`src/rtl/datapath_controller.sv`:
```
// Command sequencer producing the per-cycle LEGv8 datapath control word.
// One command at a time over valid/ready; single ops take one EXEC cycle, LOOP takes imm.
module datapath_controller (
  input  logic        clock,
  input  logic        reset,
  input  logic        cmd_valid,
  output logic        cmd_ready,
  input  logic [2:0]  cmd_op,
  input  logic [4:0]  cmd_fn,
  input  logic [4:0]  cmd_rd,
  input  logic [4:0]  cmd_rn,
  input  logic [4:0]  cmd_rm,
  input  logic [11:0] cmd_imm,
  input  logic        cmd_cin,
  input  logic        cmd_setf,
  input  logic [3:0]  status,
  output logic [4:0]  SA,
  output logic [4:0]  SB,
  output logic [4:0]  DA,
  output logic [4:0]  FS,
  output logic [63:0] k,
  output logic        selbork,
  output logic        Cin,
  output logic        W,
  output logic        triSelBtoD,
  output logic        triSelFtoD,
  output logic [3:0]  flags,
  output logic        busy,
  output logic        done
);

  localparam logic [0:0] ST_IDLE = 1'b0;
  localparam logic [0:0] ST_EXEC = 1'b1;

  localparam logic [2:0] OP_ALUR = 3'd1;
  localparam logic [2:0] OP_ALUI = 3'd2;
  localparam logic [2:0] OP_MOV  = 3'd3;
  localparam logic [2:0] OP_LOOP = 3'd4;

  typedef struct packed {
    logic [4:0]  sa;
    logic [4:0]  sb;
    logic [4:0]  da;
    logic [4:0]  fs;
    logic [63:0] k;
    logic        selbork;
    logic        cin;
    logic        w;
    logic        tri_b;
    logic        tri_f;
  } ctrl_t;

  localparam ctrl_t IDLE_WORD = ctrl_t'(89'd0);

  logic [0:0]  state_r, state_nxt_s;
  logic [11:0] cnt_r, cnt_nxt_s;
  logic        capf_r, capf_nxt_s;
  ctrl_t       ctrl_r, ctrl_nxt_s;
  logic [3:0]  flags_r, flags_nxt_s;
  logic        ready_r, ready_nxt_s;
  logic        done_r, done_nxt_s;
  logic        busy_r;
  logic        accept_s;

  // Control word held for every EXEC cycle of a command.
  function automatic ctrl_t exec_word(input logic [2:0] op, input logic [4:0] fn,
                                      input logic [4:0] rd, input logic [4:0] rn,
                                      input logic [4:0] rm, input logic [11:0] imm,
                                      input logic cin);
    ctrl_t cw;
    cw = IDLE_WORD;
    case (op)
      OP_ALUR, OP_ALUI: begin
        cw.sa      = rn;
        cw.sb      = rm;
        cw.da      = rd;
        cw.fs      = fn;
        cw.cin     = cin;
        cw.w       = 1'b1;
        cw.tri_f   = 1'b1;
        cw.selbork = (op == OP_ALUI);
        cw.k       = (op == OP_ALUI) ? {52'd0, imm} : 64'd0;
      end
      OP_MOV: begin
        cw.sb    = rm;
        cw.da    = rd;
        cw.w     = 1'b1;
        cw.tri_b = 1'b1;
      end
      // rd is both source A and destination so the iteration accumulates into rd.
      OP_LOOP: begin
        cw.sa    = rd;
        cw.sb    = rn;
        cw.da    = rd;
        cw.fs    = fn;
        cw.cin   = cin;
        cw.w     = 1'b1;
        cw.tri_f = 1'b1;
      end
      default: cw = IDLE_WORD;
    endcase
    return cw;
  endfunction

  assign accept_s = cmd_valid & ready_r;

  // Next-state, next-output computation for the IDLE/EXEC sequencer.
  always_comb begin
    state_nxt_s = state_r;
    cnt_nxt_s   = cnt_r;
    capf_nxt_s  = capf_r;
    ctrl_nxt_s  = ctrl_r;
    flags_nxt_s = flags_r;
    ready_nxt_s = ready_r;
    done_nxt_s  = 1'b0;
    case (state_r)
      ST_IDLE: begin
        ctrl_nxt_s  = IDLE_WORD;
        ready_nxt_s = 1'b1;
        capf_nxt_s  = 1'b0;
        cnt_nxt_s   = 12'd0;
        if (accept_s) begin
          case (cmd_op)
            OP_ALUR, OP_ALUI, OP_MOV, OP_LOOP: begin
              if ((cmd_op == OP_LOOP) && (cmd_imm == 12'd0)) begin
                done_nxt_s = 1'b1;
              end else begin
                state_nxt_s = ST_EXEC;
                cnt_nxt_s   = (cmd_op == OP_LOOP) ? cmd_imm : 12'd1;
                ctrl_nxt_s  = exec_word(cmd_op, cmd_fn, cmd_rd, cmd_rn, cmd_rm, cmd_imm, cmd_cin);
                ready_nxt_s = 1'b0;
                capf_nxt_s  = cmd_setf & (cmd_op != OP_MOV);
              end
            end
            default: done_nxt_s = 1'b1;
          endcase
        end else begin
          done_nxt_s = 1'b0;
        end
      end
      ST_EXEC: begin
        if (capf_r) begin
          flags_nxt_s = status;
        end else begin
          flags_nxt_s = flags_r;
        end
        if (cnt_r <= 12'd1) begin
          state_nxt_s = ST_IDLE;
          cnt_nxt_s   = 12'd0;
          ctrl_nxt_s  = IDLE_WORD;
          ready_nxt_s = 1'b1;
          capf_nxt_s  = 1'b0;
          done_nxt_s  = 1'b1;
        end else begin
          cnt_nxt_s = cnt_r - 12'd1;
        end
      end
      default: begin
        state_nxt_s = ST_IDLE;
        cnt_nxt_s   = 12'd0;
        ctrl_nxt_s  = IDLE_WORD;
        ready_nxt_s = 1'b0;
        capf_nxt_s  = 1'b0;
      end
    endcase
  end

  // State and registered outputs; reset clears everything and drops any in-flight command.
  always_ff @(posedge clock or negedge reset) begin
    if (!reset) begin
      state_r <= ST_IDLE;
      cnt_r   <= 12'd0;
      capf_r  <= 1'b0;
      ctrl_r  <= IDLE_WORD;
      flags_r <= 4'd0;
      ready_r <= 1'b0;
      done_r  <= 1'b0;
      busy_r  <= 1'b0;
    end else begin
      state_r <= state_nxt_s;
      cnt_r   <= cnt_nxt_s;
      capf_r  <= capf_nxt_s;
      ctrl_r  <= ctrl_nxt_s;
      flags_r <= flags_nxt_s;
      ready_r <= ready_nxt_s;
      done_r  <= done_nxt_s;
      busy_r  <= (state_nxt_s == ST_EXEC);
    end
  end

  assign cmd_ready  = ready_r;
  assign SA         = ctrl_r.sa;
  assign SB         = ctrl_r.sb;
  assign DA         = ctrl_r.da;
  assign FS         = ctrl_r.fs;
  assign k          = ctrl_r.k;
  assign selbork    = ctrl_r.selbork;
  assign Cin        = ctrl_r.cin;
  assign W          = ctrl_r.w;
  assign triSelBtoD = ctrl_r.tri_b;
  assign triSelFtoD = ctrl_r.tri_f;
  assign flags      = flags_r;
  assign busy       = busy_r;
  assign done       = done_r;

endmodule

```
`config.mk`:
```
export PLATFORM = sky130hd
export DESIGN_NAME = datapath_controller
export DESIGN_NICKNAME = d
export VERILOG_FILES = /design/src/rtl/datapath_controller.sv
export SDC_FILE = /design/constraint.sdc
export NUM_CORES = 1
export LEC_CHECK = 0
export ABC_CLOCK_PERIOD_IN_PS = 1800
export CORE_AREA = 2 2 80 112
export CTS_CLUSTER_SIZE = 25
export DETAILED_ROUTE_END_ITERATION = 8
export DIE_AREA = 0 0 82 114
export PLACE_DENSITY = 0.81
export SLEW_MARGIN = 30
export SYNTH_ARGS = -nofsm -noshare
export SYNTH_HDL_FRONTEND = slang
export SYNTH_SLANG_ARGS = --single-unit
```
`constraint.sdc`:
```
create_clock -name clock -period 1.8 [get_ports clock]
set_clock_uncertainty 0.1 [all_clocks]
set_input_delay 0.45 -clock clock [delete_from_list [all_inputs] [get_ports clock]]
set_output_delay 0.45 -clock clock [all_outputs]
set_load 0.1 [all_outputs]
```
==> results of run 1 <==
cells in the final DEF (no fill, tap or decap), types with 2 or more instances in the layout:
master,instances
o21ai_0,6
conb_1,52
or4_4,2
nand2_1,22
or2_2,3
clkbuf_2,2
nor2b_1,2
nor2_1,6
clkbuf_16,9
clkinvlp_4,2
dfrtp_2,4
o22ai_1,5
buf_12,45
dlygate4sd2_1,12
buf_6,2
a21o_1,3
dfrtp_1,53
inv_1,4
buf_4,46
a22o_1,45
a22oi_1,5
nor3_1,2
mux2_2,4
nor3_2,2
clkdlybuf4s50_1,27
xnor2_1,4
nor4_2,3
xor2_1,5
nor3b_1,2
o2bb2ai_1,2
clkinv_2,4
sequential cells by signal, indices dropped and copies added, names as in the netlist, 4 cells and up:
register,count
k,12
DA,5
SA,5
FS,5
SB,5
flags,4
cnt_r,12
kinds of logic after synthesis:
family / share of synthesized area [%]
buffers and inverters: 16.58
xor gates and xnor gates: 2.624
AOI/OAI and AO/OA: 20.28
and+or+nand+nor: 10.58
muxes: 1.499
adders and majority gates: 0.8329
other: 0.1248
DFF: 47.48
power by group through the flow:
stage / Sequential, mW / Combinational, mW / Clock (mW)
4_1_cts: 1.95 / 4.48 / 1.51
5_1_grt: 2.00 / 4.86 / 1.59
6_report: 1.96 / 4.64 / 1.49
3_5_place_dp: 1.96 / 4.43 / 0
2_1_floorplan: 3.17 / 1.82 / 0
3_3_place_gp: 1.94 / 4.37 / 0
worst max-delay path, delay by kind of cell:
| kind | cells | cell delay [ps] |
|---|---|---|
| buffers and inverters | 3 | 570 |
| and+or+nand+nor | 4 | 850 |
worst min path at each step:
| stage | to | from | depth (start not counted) |
|---|---|---|---|
| after global placement | flags[3] | reset | 2 |
| after global routing | k[9] | reset | 2 |
| after CTS | flags[1] | reset | 2 |
| after floorplan | Cin | reset | 0 |
| final | flags[1] | reset | 2 |
| after detailed placement | flags[2] | reset | 2 |
area by class of cell:
class / count / area, sq um
clock buffers: 10 / 229.0
clock inverters: 6 / 35.03
fillers: 689 / 3553
inverters: 4 / 15.01
multi-input cells: 198 / 1344
flip-flops and latches: 57 / 1431
well taps: 105 / 131.4
repair buffers: 136 / 1669
what timing repair did:
item                                    in CTS  in global routing
resized for setup                           21                 19
buffers inserted                             4                  8
endpoints found under the setup margin      34                 29
cloned                                       1                  0
hold buffers                                 0                  0
pin swaps                                    5                 10
per-layer routing:
layer	up-vias	track usage, %
met4	0	5.778
li1	1149	-
met3	12	4.747
met2	132	30.14
met5	-	0
met1	1227	20.66
==> impl_metrics.env, run 1 <==
export IMPL_cap_viol_max_count=0
export IMPL_yosys_warnings=0
export IMPL_clk_pin_slew_worst_paths_ps=50
export IMPL_io_pins=140
export IMPL_slowest_delay_ps=280
export IMPL_r2r_cells=5
export IMPL_cp_startpoint="cmd_imm[5]"
export IMPL_r2r_slack_ps=60
export IMPL_synth_area_per_cell_sq_um=11.04
export IMPL_pre_cts_slack_ps=-548.9
export IMPL_first_global_vias=2508
export IMPL_ant_nets=0
export IMPL_cp_max_fo=9
export IMPL_critPathCapture="busy"
export IMPL_htreeDepth=3
export IMPL_antenna_cells=0
export IMPL_grt_start_max_net_pins=58
export IMPL_start_util_pct=35.73
export IMPL_comb_power_share_pct=57.4
export IMPL_p_sw_share_pct=47.51
export IMPL_firstDrtPassIters=4
export IMPL_core_area_sq_um=8408
export IMPL_area_growth_pct=61.60
export IMPL_drt_iter0_markers=97
export IMPL_io_buffers=87
export IMPL_cts_buffers=9
export IMPL_worstSetupPathType="in -> reg"
export IMPL_maxSlewViolCount=0
export IMPL_post_route_util_pct=57.74
export IMPL_fmax_mhz=568.7
export IMPL_finalSetupTns_ps=0
export IMPL_synth_cell_types=43
export IMPL_finalHoldViolations=0
export IMPL_syn_inst=272
export IMPL_grt_pass1_wl_um=12450
export IMPL_crit_chain="dlygate4sd2_1 -> nor4_2 -> buf_4 -> and4_4 -> buf_6 -> nor2_4 -> or2_2"
export IMPL_r2r_start="cnt_r[5]"
export IMPL_finalCriticalPeriod_ps=1758
export IMPL_via_per_inst=4.884
export IMPL_dp_cells=489
export IMPL_synth_edf_count=0
export IMPL_die_h_um=114
export IMPL_power_internal_mw=4.245
export IMPL_power_mw=8.086
export IMPL_cp_required_ps=1900
export IMPL_yosysMostFrequentCell="dfrtp_1"
export IMPL_cts_root_buf="clkbuf_16"
export IMPL_wl_met1_um=3001
export IMPL_fin_area_sq_um=4855
export IMPL_top_layer="met4"
export IMPL_yosysSeqAreaShare_pct=47.48
export IMPL_via_count=2520
export IMPL_setup_slack_ps=41.64
export IMPL_ys_flop_type="dfrtp_1"
export IMPL_regToRegEndpoint="k[10]"
export IMPL_routedWlPerCell_um=15.48
export IMPL_yosysTopAreaCell="dfrtp_1"
export IMPL_crit_path_start_kind="input port"
export IMPL_antenna_found_initial=0
export IMPL_gp_congestion=0.8137
export IMPL_power_density_nw_per_um2=1666
export IMPL_tightest_slew_ps=575.0
export IMPL_overflow=0
export IMPL_synthTopCellsByArea="dfrtp_1 (47%), a22o_1 (13%), buf_4 (13%)"
export IMPL_seq_power_share_pct=24.2
export IMPL_synthTopCellsByCount="dfrtp_1 (57), buf_4 (52), a22o_1 (45), nand2_1 (23), o21ai_0 (8)"
export IMPL_p_sw_mw=3.841
export IMPL_power_share_clock_pct=18.4
export IMPL_hp_class="in -> async"
export IMPL_fin_crit_sh_pct=97.69
export IMPL_cts_tree="done"
export IMPL_die_area_sq_um=9348
export IMPL_synth_top_area_share_pct=47.48
export IMPL_max_clock_path_buffers=2
export IMPL_holdWs_ps=32.69
export IMPL_synth_seq_cells=57
export IMPL_clock_sinks=57
export IMPL_gr_usage_all_layers_pct=17.48
export IMPL_drc=0
export IMPL_synth_area_sq_um=3004
export IMPL_async_flop_share_pct=100.0
export IMPL_slew_headroom_pct=61.59
export IMPL_nets=452
export IMPL_setup_viol=0
export IMPL_rows=40
export IMPL_end_kind="flip-flop"
export IMPL_dpl_hpwl_um=5735
export IMPL_totalWireLength_um=7986
export IMPL_route_met2_wl_um=4245
export IMPL_crit_arrival_ps=1860
export IMPL_wl_met3_um=624
export IMPL_insertion_delay_ps=320
export IMPL_slowest_stage="nor4_2"
export IMPL_status="finished clean"
export IMPL_die_w_um=82
export IMPL_drive_gt1_share_pct=34.31
export IMPL_leakage_nw=2.316
export IMPL_place_area_sq_um=4459
export IMPL_irDropWorstVdd_mv=1.042
export IMPL_final_cells=516
Power figures use the tool's default switching activity.
==> inputs of run 2 (changes only) <==
- ABC_CLOCK_PERIOD_IN_PS: 1800 -> 1850
- CORE_AREA: 2 2 80 112 -> 2 2 75 106
- DIE_AREA: 0 0 82 114 -> 0 0 77 108
- PLACE_DENSITY: 0.81 -> 0.86
- clock period: 1.8 -> 1.85 ns (I/O delays scaled with it)
==> run 2 against run 1 <==
Effect of this change: first-iteration DRC count down 12%; routed wire length down 0.44%; global-route usage up 1.9 points; via count up 0.28%; clock-buffer cell count unchanged; critical endpoint unchanged.
==> impl_metrics.env, run 2 (synthesis results as in run 1) <==
export IMPL_status="finished clean"
export IMPL_cp_required_ps=1970
export IMPL_irDropWorstVdd_mv=1.073
export IMPL_die_area_sq_um=8316
export IMPL_cts_tree="done"
export IMPL_critPathCapture="busy"
export IMPL_power_mw=7.609
export IMPL_hp_class="in -> reg"
export IMPL_finalHoldViolations=0
export IMPL_die_h_um=108
export IMPL_crit_path_start_kind="input port"
export IMPL_end_kind="flip-flop"
export IMPL_start_util_pct=41.07
export IMPL_post_route_util_pct=64.66
export IMPL_cts_root_buf="clkbuf_8"
export IMPL_fmax_mhz=546.0
export IMPL_overflow=0
export IMPL_via_per_inst=5.095
export IMPL_clk_pin_slew_worst_paths_ps=70
export IMPL_cap_viol_max_count=0
export IMPL_core_area_sq_um=7315
export IMPL_finalSetupTns_ps=0
export IMPL_leakage_nw=2.244
export IMPL_antenna_cells=0
export IMPL_area_growth_pct=57.43
export IMPL_power_density_nw_per_um2=1609
export IMPL_cp_max_fo=19
export IMPL_mostFrequentLayoutCells="dfrtp_1 (54), conb_1 (52), a22o_1 (45), buf_12 (45)"
export IMPL_clock_sinks=57
export IMPL_pre_cts_slack_ps=-473.4
export IMPL_max_clock_path_buffers=2
export IMPL_r2r_cells=4
export IMPL_finalCriticalPeriod_ps=1832
export IMPL_cts_buffers=9
export IMPL_grt_pass1_wl_um=12520
export IMPL_routedWlPerCell_um=16.03
export IMPL_drc=0
export IMPL_ant_nets=0
export IMPL_nets=440
export IMPL_fin_crit_sh_pct=99.01
export IMPL_worstSetupPathType="in -> reg"
export IMPL_io_pins=140
export IMPL_gp_congestion=0.9243
export IMPL_totalWireLength_um=7951
export IMPL_setup_slack_ps=18.38
export IMPL_r2r_slack_ps=30
export IMPL_dpl_hpwl_um=5755
export IMPL_gr_usage_all_layers_pct=19.42
export IMPL_htreeDepth=3
export IMPL_firstDrtPassIters=4
export IMPL_first_global_vias=2585
export IMPL_r2r_start="cnt_r[0]"
export IMPL_drive_gt1_share_pct=30.58
export IMPL_setup_viol=0
export IMPL_regToRegEndpoint="cnt_r[7]"
export IMPL_final_common_cell="dfrtp_1"
export IMPL_rows=37
export IMPL_antenna_found_initial=0
export IMPL_insertion_delay_ps=350
export IMPL_via_count=2527
export IMPL_holdWs_ps=386.3
export IMPL_grt_start_max_net_pins=36
export IMPL_maxSlewViolCount=0
export IMPL_die_w_um=77
export IMPL_cp_startpoint="cmd_imm[0]"
export IMPL_io_buffers=87
export IMPL_crit_arrival_ps=1960
export IMPL_drt_iter0_markers=85
run 2: changes by cell type in the layout (fill, tap and decap cells not counted), moves of 4 or more:
cell	delta
clkinv_2	-4
clkbuf_8	+10
dlygate4sd2_1	-6
buf_4	-12
clkbuf_16	-9
clkdlybuf4s50_1	+7
run 2: what timing repair did:
item / CTS / global route
gates resized for setup: 14 / 9
pin swaps: 5 / 7
endpoints found under the hold margin: 22 / 0
buffers inserted: 0 / 3
setup endpoints to repair: 25 / 35
hold buffers: 1 / 0
run 2: metal layers:
metal | GRT usage [%] | vias to the layer above | wire length (um)
met5 | 0 | - | 0
met4 | 8.036 | 0 | 170
met3 | 5.843 | 18 | 679
met2 | 35.34 | 153 | 4248
met1 | 20.98 | 1236 | 2852
li1 | - | 1120 | -
run 2: layout make-up:
cell class                 count  area (sq um)
fill                         550          2585
timing repair buffer         125          1612
sequential                    57          1430
multi-input combinational    197          1323
clock buffer                  10         137.6
tap                           97         121.4
clock inverter                 6         91.34
inverter                       4         15.01
run 2: through the flow:
step,instances,instance area (sq um)
CTS,493,4674
finish,496,4730
global route,496,4730
global placement,476,4412
detailed placement,476,4412
floorplan,323,3198
run 2: where the power goes:
group / internal (mW) / total (mW) / switching, mW
clock network: 0.796 / 1.32 / 0.528
logic: 1.59 / 4.39 / 2.79
registers: 1.55 / 1.90 / 0.350
total: 3.94 / 7.61 / 3.67
run 2: worst min-delay path by stage:
stage,end,slack [ps],start,depth (start not counted)
after floorplan,Cin,70,reset,0
after global placement,selbork,360,reset,2
after detailed placement,selbork,370,reset,2
after CTS,W,450,W,1
after global routing,cnt_r[8],400,cmd_imm[8],3
final,cnt_r[8],390,cmd_imm[8],3
run 2: critical path: stages:
cell and delay [ps]:
clkdlybuf4s50_1 460, nor4_4 340, and4_4 330, nor2_8 80, or2_2 280
